## src/rtl/sent_tx_crc_sched.sv

```systemverilog
// SENT transmit CRC scheduler: arbitrates fast- and slow-channel CRC requests onto one shared
// CRC generator, checks the generator's done code, aborts on timeout and guards against slow starvation.
module sent_tx_crc_sched #(
    parameter int unsigned TIMEOUT_CYC   = 127,
    parameter int unsigned SLOW_MAX_WAIT = 2
) (
    input  logic        clk_tx,
    input  logic        reset_tx,
    input  logic        fc_req,
    input  logic [1:0]  fc_mode,
    input  logic [23:0] fc_data,
    output logic        fc_ack,
    output logic [3:0]  fc_crc,
    output logic        fc_valid,
    output logic        fc_err,
    input  logic        sc_req,
    input  logic        sc_enh,
    input  logic [23:0] sc_data,
    output logic        sc_ack,
    output logic [5:0]  sc_crc,
    output logic        sc_valid,
    output logic        sc_err,
    output logic [2:0]  enable_crc_gen,
    output logic [23:0] data_gen_crc,
    input  logic [5:0]  crc_gen,
    input  logic [1:0]  crc_gen_done,
    output logic        busy
);

    localparam int unsigned CNT_W = (TIMEOUT_CYC < 1) ? 1 : $clog2(TIMEOUT_CYC + 1);
    localparam int unsigned ST_W  = (SLOW_MAX_WAIT < 1) ? 1 : $clog2(SLOW_MAX_WAIT + 1);

    localparam logic [2:0] EN_OFF   = 3'b000;
    localparam logic [2:0] EN_SHORT = 3'b100;
    localparam logic [2:0] EN_ENH   = 3'b101;

    localparam logic [1:0] DONE_FAST  = 2'b01;
    localparam logic [1:0] DONE_SHORT = 2'b10;
    localparam logic [1:0] DONE_ENH   = 2'b11;

    typedef enum logic [1:0] {
        ST_IDLE    = 2'd0,
        ST_WAIT    = 2'd1,
        ST_RELEASE = 2'd2
    } state_t;

    state_t            r_state;
    logic [CNT_W-1:0]  r_cnt;
    logic [ST_W-1:0]   r_starve;
    logic              r_is_fast;
    logic              r_illegal;
    logic [2:0]        r_enable;
    logic [23:0]       r_data;
    logic              r_fc_ack;
    logic [3:0]        r_fc_crc;
    logic              r_fc_valid;
    logic              r_fc_err;
    logic              r_sc_ack;
    logic [5:0]        r_sc_crc;
    logic              r_sc_valid;
    logic              r_sc_err;
    logic              r_busy;

    state_t            w_state;
    logic [CNT_W-1:0]  w_cnt;
    logic [ST_W-1:0]   w_starve;
    logic              w_is_fast;
    logic              w_illegal;
    logic [2:0]        w_enable;
    logic [23:0]       w_data;
    logic              w_fc_ack;
    logic [3:0]        w_fc_crc;
    logic              w_fc_valid;
    logic              w_fc_err;
    logic              w_sc_ack;
    logic [5:0]        w_sc_crc;
    logic              w_sc_valid;
    logic              w_sc_err;
    logic              w_busy;

    logic              w_slow_wins;
    logic              w_grant_fast;
    logic [1:0]        w_exp_done;
    logic              w_fin;
    logic              w_res_err;
    logic [5:0]        w_res_crc;

    // Slow channel takes the grant once it has been passed over SLOW_MAX_WAIT times.
    assign w_slow_wins  = sc_req && (r_starve == ST_W'(SLOW_MAX_WAIT));
    assign w_grant_fast = fc_req && !w_slow_wins;
    assign w_exp_done   = r_is_fast ? DONE_FAST : ((r_enable == EN_ENH) ? DONE_ENH : DONE_SHORT);

    always_comb begin
        w_state    = r_state;
        w_cnt      = r_cnt;
        w_starve   = r_starve;
        w_is_fast  = r_is_fast;
        w_illegal  = r_illegal;
        w_enable   = r_enable;
        w_data     = r_data;
        w_fc_ack   = 1'b0;
        w_fc_crc   = r_fc_crc;
        w_fc_valid = 1'b0;
        w_fc_err   = 1'b0;
        w_sc_ack   = 1'b0;
        w_sc_crc   = r_sc_crc;
        w_sc_valid = 1'b0;
        w_sc_err   = 1'b0;
        w_fin      = 1'b0;
        w_res_err  = 1'b0;
        w_res_crc  = 6'd0;

        case (r_state)
            ST_IDLE: begin
                w_enable = EN_OFF;
                if (w_grant_fast) begin
                    w_fc_ack  = 1'b1;
                    w_is_fast = 1'b1;
                    w_cnt     = '0;
                    w_state   = ST_WAIT;
                    if (fc_mode == 2'd3) begin
                        w_illegal = 1'b1;
                    end else begin
                        w_illegal = 1'b0;
                        w_enable  = {1'b0, 2'(fc_mode + 2'd1)};
                        w_data    = fc_data;
                    end
                    if (sc_req && (r_starve != ST_W'(SLOW_MAX_WAIT))) begin
                        w_starve = r_starve + ST_W'(1);
                    end
                end else if (sc_req) begin
                    w_sc_ack  = 1'b1;
                    w_is_fast = 1'b0;
                    w_illegal = 1'b0;
                    w_cnt     = '0;
                    w_starve  = '0;
                    w_state   = ST_WAIT;
                    w_enable  = sc_enh ? EN_ENH : EN_SHORT;
                    w_data    = sc_enh ? sc_data : {12'd0, sc_data[11:0]};
                end
            end

            ST_WAIT: begin
                if (r_illegal) begin
                    w_fin     = 1'b1;
                    w_res_err = 1'b1;
                end else if (crc_gen_done != 2'b00) begin
                    w_fin = 1'b1;
                    if (crc_gen_done == w_exp_done) begin
                        w_res_crc = (w_exp_done == DONE_ENH) ? crc_gen : {2'b00, crc_gen[3:0]};
                    end else begin
                        w_res_err = 1'b1;
                    end
                end else if (r_cnt == CNT_W'(TIMEOUT_CYC - 1)) begin
                    w_fin     = 1'b1;
                    w_res_err = 1'b1;
                end else begin
                    w_cnt = r_cnt + CNT_W'(1);
                end

                if (w_fin) begin
                    w_state  = ST_RELEASE;
                    w_cnt    = '0;
                    w_enable = EN_OFF;
                    if (r_is_fast) begin
                        w_fc_valid = 1'b1;
                        w_fc_err   = w_res_err;
                        w_fc_crc   = w_res_crc[3:0];
                    end else begin
                        w_sc_valid = 1'b1;
                        w_sc_err   = w_res_err;
                        w_sc_crc   = w_res_crc;
                    end
                end
            end

            ST_RELEASE: begin
                w_enable = EN_OFF;
                if (r_cnt != '0) begin
                    w_state = ST_IDLE;
                    w_cnt   = '0;
                end else begin
                    w_cnt = CNT_W'(1);
                end
            end

            default: begin
                w_state  = ST_IDLE;
                w_cnt    = '0;
                w_enable = EN_OFF;
            end
        endcase

        if (!sc_req) begin
            w_starve = '0;
        end
        w_busy = (w_state != ST_IDLE);
    end

    always_ff @(posedge clk_tx or posedge reset_tx) begin
        if (reset_tx) begin
            r_state    <= ST_IDLE;
            r_cnt      <= '0;
            r_starve   <= '0;
            r_is_fast  <= 1'b0;
            r_illegal  <= 1'b0;
            r_enable   <= EN_OFF;
            r_data     <= 24'd0;
            r_fc_ack   <= 1'b0;
            r_fc_crc   <= 4'd0;
            r_fc_valid <= 1'b0;
            r_fc_err   <= 1'b0;
            r_sc_ack   <= 1'b0;
            r_sc_crc   <= 6'd0;
            r_sc_valid <= 1'b0;
            r_sc_err   <= 1'b0;
            r_busy     <= 1'b0;
        end else begin
            r_state    <= w_state;
            r_cnt      <= w_cnt;
            r_starve   <= w_starve;
            r_is_fast  <= w_is_fast;
            r_illegal  <= w_illegal;
            r_enable   <= w_enable;
            r_data     <= w_data;
            r_fc_ack   <= w_fc_ack;
            r_fc_crc   <= w_fc_crc;
            r_fc_valid <= w_fc_valid;
            r_fc_err   <= w_fc_err;
            r_sc_ack   <= w_sc_ack;
            r_sc_crc   <= w_sc_crc;
            r_sc_valid <= w_sc_valid;
            r_sc_err   <= w_sc_err;
            r_busy     <= w_busy;
        end
    end

    assign fc_ack         = r_fc_ack;
    assign fc_crc         = r_fc_crc;
    assign fc_valid       = r_fc_valid;
    assign fc_err         = r_fc_err;
    assign sc_ack         = r_sc_ack;
    assign sc_crc         = r_sc_crc;
    assign sc_valid       = r_sc_valid;
    assign sc_err         = r_sc_err;
    assign enable_crc_gen = r_enable;
    assign data_gen_crc   = r_data;
    assign busy           = r_busy;

endmodule
```

## config.mk

```make
export PLATFORM = sky130hd
export DESIGN_NAME = sent_tx_crc_sched
export DESIGN_NICKNAME = d
export VERILOG_FILES = /design/src/rtl/sent_tx_crc_sched.sv
export SDC_FILE = /design/constraint.sdc
export NUM_CORES = 1
export LEC_CHECK = 0
export ABC_AREA = 1
export CORE_ASPECT_RATIO = 1.5
export CORE_MARGIN = 2
export CORE_UTILIZATION = 50
export CTS_BUF_LIST = sky130_fd_sc_hd__clkbuf_8
export DETAILED_ROUTE_END_ITERATION = 8
export PLACE_DENSITY = 0.95
export SLEW_MARGIN = 20
export SYNTH_ARGS = -nofsm -noshare
export SYNTH_HDL_FRONTEND = slang
export SYNTH_SLANG_ARGS = --single-unit
```

## constraint.sdc

```tcl
create_clock -name clk_tx -period 4.05 [get_ports clk_tx]
set_clock_uncertainty 0.05 [all_clocks]
set_input_delay 0.405 -clock clk_tx [delete_from_list [all_inputs] [get_ports clk_tx]]
set_output_delay 0.405 -clock clk_tx [all_outputs]
set_load 0.01 [all_outputs]
```

After elaboration in Yosys (flattened, before gate mapping)
Index checks and enable logic that the tools add are counted.

Shifts and indexed selects: 0. Reductions and logical operators: 15. Add/sub/neg operators: 3. Eq/ne operators: 17. Mux-type cells: 61. Magnitude comparators: 0. Divide/modulo/power cells: 0. Bitwise gates (word level): 1. $mul: 0.

Operators by type and width (count): two-way mux 24 bit (4); two-way mux 7 bit (6); two-way mux 1 bit (31); two-way mux 6 bit (4); one-hot mux 7 bit (3 select lines) (1); two-way mux 2 bit (10); inequality test 3 bit, second input constant (4); two-way mux 3 bit (3); AND reduction 3 bit (3); == test 2 bit, second input constant (4); adder 7 x 1 -> 7 bit, second input constant (1); == test 7 bit, second input constant (1); nonzero test 7 bit (1); inequality test 2 bit, second input constant (3); one-hot mux 2 bit (3 select lines) (1); one-hot mux 3 bit (2 select lines) (1); nonzero test 2 bit (3); adder 2 x 1 -> 2 bit, second input constant (2); AND reduction 2 bit (2); AND reduction 4 bit (1); == test 3 bit, second input constant (1); logical AND 1 bit (3); inequality test 3 x 2 -> 1 bit, second input constant (1); == test 2 x 1 -> 1 bit, second input constant (1); other kinds (5) (5).

Bits in registers: 57. Bits in latches: 0. Memory bits (read-only): 0. Word-level logic and storage cells: 113. Bits of input ports: 63. Output and inout port bits: 44. Memories: 0. Bits in writable memories: 0.

Longest topological paths before layout
Depth after elaboration: 10. Gate-level depth with buffers: 11. Mapped depth without buffers: 11.

Least setup slack after synthesis
OpenSTA, ideal clock, no wires.

Path kind: reg-to-reg. Start point: reg r_state[0]. End point: reg r_data[14] (netlist: data_gen_crc[14]). Cell stages (with the launch flop): 9. Period minus slack after synthesis: 1.622 ns. Library setup time: 0.128 ns. Data required time: 3.872 ns. Path buffers: 1. Arrival time: 1.444 ns. Path slack: 2.428 ns. Path through: dfrtp_1 -> inv_1 -> ha_1 -> inv_2 -> o21ai_2 -> inv_2 -> a21oi_4 -> clkbuf_2 -> o21ai_0.

Cells in the longest elaborated chain, start to end: 2.

RTL lines: start: declaration (RTL line 47) `state_t r_state;`; start signal: assignment (RTL line 219) `r_state <= w_state;`; zero test 2 bit (RTL line 113) `case (r_state)`; AND reduction 3 bit (no line); end signal: assignment (RTL line 225) `r_data <= w_data;`; end: declaration (RTL line 53) `logic [23:0] r_data;`.

Every way passes these cells. A chain may end at the register's enable or synchronous reset.

Worst setup path in the final report
Start point: in sc_req. End point: reg r_data[20] (netlist: data_gen_crc[20]).

Cells in the longest elaborated chain, start to end: 5. Elaborated cells on any way between the ends: 7.

RTL lines: start: declaration (RTL line 16) `input logic sc_req,`; logical AND 1 bit (RTL line 89) `assign w_slow_wins = sc_req && (r_starve == ST_W'(SLOW_MAX_WAIT));`; zero test 1 bit (RTL line 90) `assign w_grant_fast = fc_req && !w_slow_wins;`; logical AND 1 bit (RTL line 90); inequality test 2 bit (no line) or nonzero test 2 bit (tied branches); AND reduction 3 bit (no line).

Parallel ways exist; a longest one is shown, timed or not.

==> run summary <==
The number of antenna violations at the first check in global routing is 0. The share of total power consumed by net switching is 34.95%. The insertion delay to the later sink of the worst-skew pair came out at 330 ps. The number of instances in the synthesized netlist is roughly 370.

The die area is 6438 µm². Hold repair after CTS inserted 0 buffers. After detailed routing, the total wire length is 7671 µm. The post-synthesis sequential element count came out at 57. The number of endpoints failing setup at the final stage is 0. After the first detailed-routing iteration, the DRC count stood at 173. IR analysis of the VDD net gives a maximum drop of 0.4586 mV.

The run finished with clean final reports. The worst setup path is of the input port to flop kind. The maximum fanout along the worst path is 32. The die width came out at 66.19 µm. CTS built an H-tree with a depth of 3. The post-CTS resize count came out at 0.

The die height came out at 97.28 µm. The clock network power share came out at 24.8%. The number of flops mapped to enable cells by yosys came out at 0. The number of buffers created by CTS is 9. The via count of the first global-routing pass is between 2000 and 3000. The maximum buffer depth of the clock tree is 2.

The top-level I/O count came out at approximately 110. The number of clock sinks is 57. The post-detailed-route wirelength per cell is between 10 and 15 µm. In the post-route analysis, the smallest setup slack over all paths is 1762 ps. The net count of the finished layout came out at 554. The top cell type's share of synthesized area came out at 49.18%. The routability-driven placement congestion ratio is 0.8355. The data arrival at the endpoint of the critical path came out at roughly 2500 ps. The async set or reset register ratio after synthesis came out at 100.0%.

Row generation in the floorplan step produced 34 rows. The mean cell area of the mapped netlist came out at 7.755 µm². In this run the tool buffered the top-level ports with 106 buffer cells.

The sum of negative setup slack came out at 0 ps. The post-CTS setup buffer count came out at 0. The repair_antennas step left the layout with diodes totalling 0. The slew of the pin with the lowest slew margin came out at 945.8 ps. The leakage power came out at slightly above 0.002 µW. The area overhead of the layout relative to synthesis is 47.02%. The post-layout total power came out at 2638 µW. The final non-filler cell area is roughly 4300 µm². The post-synthesis net count is 446. The post-synthesis instance area is 2900 µm². The fraction of final layout cells with drive strength greater than 1 is 6.366%. The tool flagged a number of max-cap violations equal to 0. The final number of hold-violating endpoints is 0. The wire length of the first global-routing pass is 12650 µm.

The effective utilization at floorplan is 50.88%. The sequential share of power came out at 34.1%. The first detailed-routing pass ran for 4 iterations.

For this run, design rule violations remaining after detail routing come to 0. The core occupancy in the finished layout is between 70% and 80%. By area the synthesized netlist is led by sky130_fd_sc_hd__dfrtp_1 (49%), sky130_fd_sc_hd__nand2_1 (18%), sky130_fd_sc_hd__inv_1 (6.6%), sky130_fd_sc_hd__nand3_1 (6.0%), sky130_fd_sc_hd__o21ai_0 (4.7%). Dividing total power by cell area gives a power density of 618.5 nW/µm². The commonest cells after synthesis are sky130_fd_sc_hd__nand2_1 (138), sky130_fd_sc_hd__dfrtp_1 (57), sky130_fd_sc_hd__inv_1 (51).

The post-detailed-route count of antenna-violating nets is 0. Clock-pin slew was measured on the worst setup and hold paths at roughly 70 ps. The total number of yosys warnings is 0. The core footprint is 5700 µm². Counting the fill cells in the layout gives 416. The CTS root buffer is sky130_fd_sc_hd__clkbuf_8. Of all cell types, the one taking the most synthesized area is sky130_fd_sc_hd__dfrtp_1. Sequential cells were found to cover 49.18% of the synthesized design area.

The maximum operating frequency is 437.1 MHz. The classification of the worst-slack hold path is flop to flop. The global-route total usage across every layer is 25.94%. The internal power is 1716 µW. OpenSTA, run right after detailed placement, puts the worst setup slack at between 1000 and 1500 ps. The count of pins over their slew limit was 0. The leading cell type by number of instances after synthesis is sky130_fd_sc_hd__nand2_1.

The total number of vias came out at 2813. The type of destination of the critical path is a flop. The category of the worst setup path launch point is an input port. The required time at the endpoint of the critical path came out at 4250 ps. The predominant post-synthesis flop cell is sky130_fd_sc_hd__dfrtp_1.

The TritonCTS clock tree is done. In this run, the combinational gates consume 41.1% of the power. Setup repair after global routing left no endpoint under its margin. The largest net degree at the start of global routing is 58. Summed over all nets, the switching power comes to 921.7 µW. Detailed placement finished with a half-perimeter wire length of 5507 µm. The register-to-register setup slack came out at 1770 ps. The headroom to the max-slew limit is 36.87%. The cell area after placement came out at 3991 µm². The minimum clock period after layout came out at roughly 2300 ps. The period utilization is 56.49%. The via density per instance is around 5.0.

The final global-route overflow total came out at 0. The number of distinct library cell variants in the gate-level netlist after synthesis is 23.
state kept, by name, summed over array words and instances, names as in the netlist, 2 cells and up:
register	flops
r_state	2
sc_crc	6
r_starve	2
r_cnt	7
data_gen_crc	24
enable_crc_gen	3
fc_crc	4
power by group through the flow:
stage               Sequential, µW  Combinational (µW)  Clock [µW]
finish                         898                1080         654
global route                   916                1190         693
CTS                            896                1060         658
detailed placement             900                1050           0
global placement               896                1000           0
floorplan                      965                 462           0
kinds of logic after synthesis:
| family | count (synthesis) | share of synthesized area (%) |
|---|---|---|
| simple gates | 204 | 29.25 |
| buf+inv | 64 | 9.059 |
| flops | 57 | 49.18 |
| compound gates | 37 | 7.722 |
| fa+ha+maj | 9 | 3.883 |
| xor+xnor | 3 | 0.9061 |
worst max-delay path: stages:
cell and delay, ps:
sky130_fd_sc_hd__clkdlybuf4s50_1 550, sky130_fd_sc_hd__nand2_1 120, sky130_fd_sc_hd__nand2_4 250, sky130_fd_sc_hd__inv_2 270, sky130_fd_sc_hd__a21oi_4 480, sky130_fd_sc_hd__buf_16 230
sky130_fd_sc_hd__nand2_1 80, sky130_fd_sc_hd__o21ai_0 80
path summary, 6_finish.rpt:
check,to,startpoint,cells past startpoint
hold / removal,sc_crc[4],sc_crc[4],2
setup reg to reg,data_gen_crc[20],r_starve[0],9
setup / recovery,data_gen_crc[20],sc_req,8
min in group asynchronous,data_gen_crc[17],reset_tx,2
hold reg to reg,sc_crc[4],sc_crc[4],2
max in group asynchronous,data_gen_crc[6],reset_tx,2
layout make-up:
type / instances / area, µm² / area share [%]
Clock buffer: 10 / 137.6 / 3.228
Clock inverter: 6 / 106.4 / 2.494
Inverter: 54 / 203.9 / 4.783
Multi-Input combinational cell: 253 / 1211 / 28.40
Sequential cell: 57 / 1426 / 33.45
Tap cell: 72 / 90.09 / 2.113
Timing Repair Buffer: 107 / 1089 / 25.53
layer usage:
layer	routed length, µm	track usage, %	part of all wire, %
met1	2781	27.99	36
met2	4290	45.85	56
met3	374	6.952	4.9
met4	225	11.46	2.9
met5	0	0	0
metrics by stage:
stage / hold slack (ps) / std cells
final: 432.7 / 559
after global routing: 464.8 / 559
after CTS: 438.3 / 558
after detailed placement: 423.1 / 542
after global placement: 415.0 / 542
after floorplan: 431.6 / 374
cells in the final DEF, fill, tap and decap left out:
cell                              instances
sky130_fd_sc_hd__nor2_1                  22
sky130_fd_sc_hd__nand2_1                138
sky130_fd_sc_hd__nor3_1                   1
sky130_fd_sc_hd__clkinvlp_4               1
sky130_fd_sc_hd__bufinv_16                3
sky130_fd_sc_hd__nand2_4                  1
sky130_fd_sc_hd__inv_2                    3
sky130_fd_sc_hd__a21oi_1                  1
sky130_fd_sc_hd__xor2_1                   3
sky130_fd_sc_hd__clkbuf_8                10
sky130_fd_sc_hd__nand3_1                 35
sky130_fd_sc_hd__nand3b_1                 2
sky130_fd_sc_hd__nor2_2                   1
sky130_fd_sc_hd__nand4_1                  2
sky130_fd_sc_hd__o31ai_1                  2
sky130_fd_sc_hd__dfrtp_1                 57
sky130_fd_sc_hd__inv_1                   51
sky130_fd_sc_hd__clkdlybuf4s50_1        106
sky130_fd_sc_hd__nor2_4                   2
sky130_fd_sc_hd__ha_1                     9
sky130_fd_sc_hd__o21ai_2                  6
sky130_fd_sc_hd__o21ai_0                 27
sky130_fd_sc_hd__buf_16                   1
sky130_fd_sc_hd__clkinv_2                 2
sky130_fd_sc_hd__a21oi_4                  1
No activity file was read; power rests on OpenSTA's default activity.
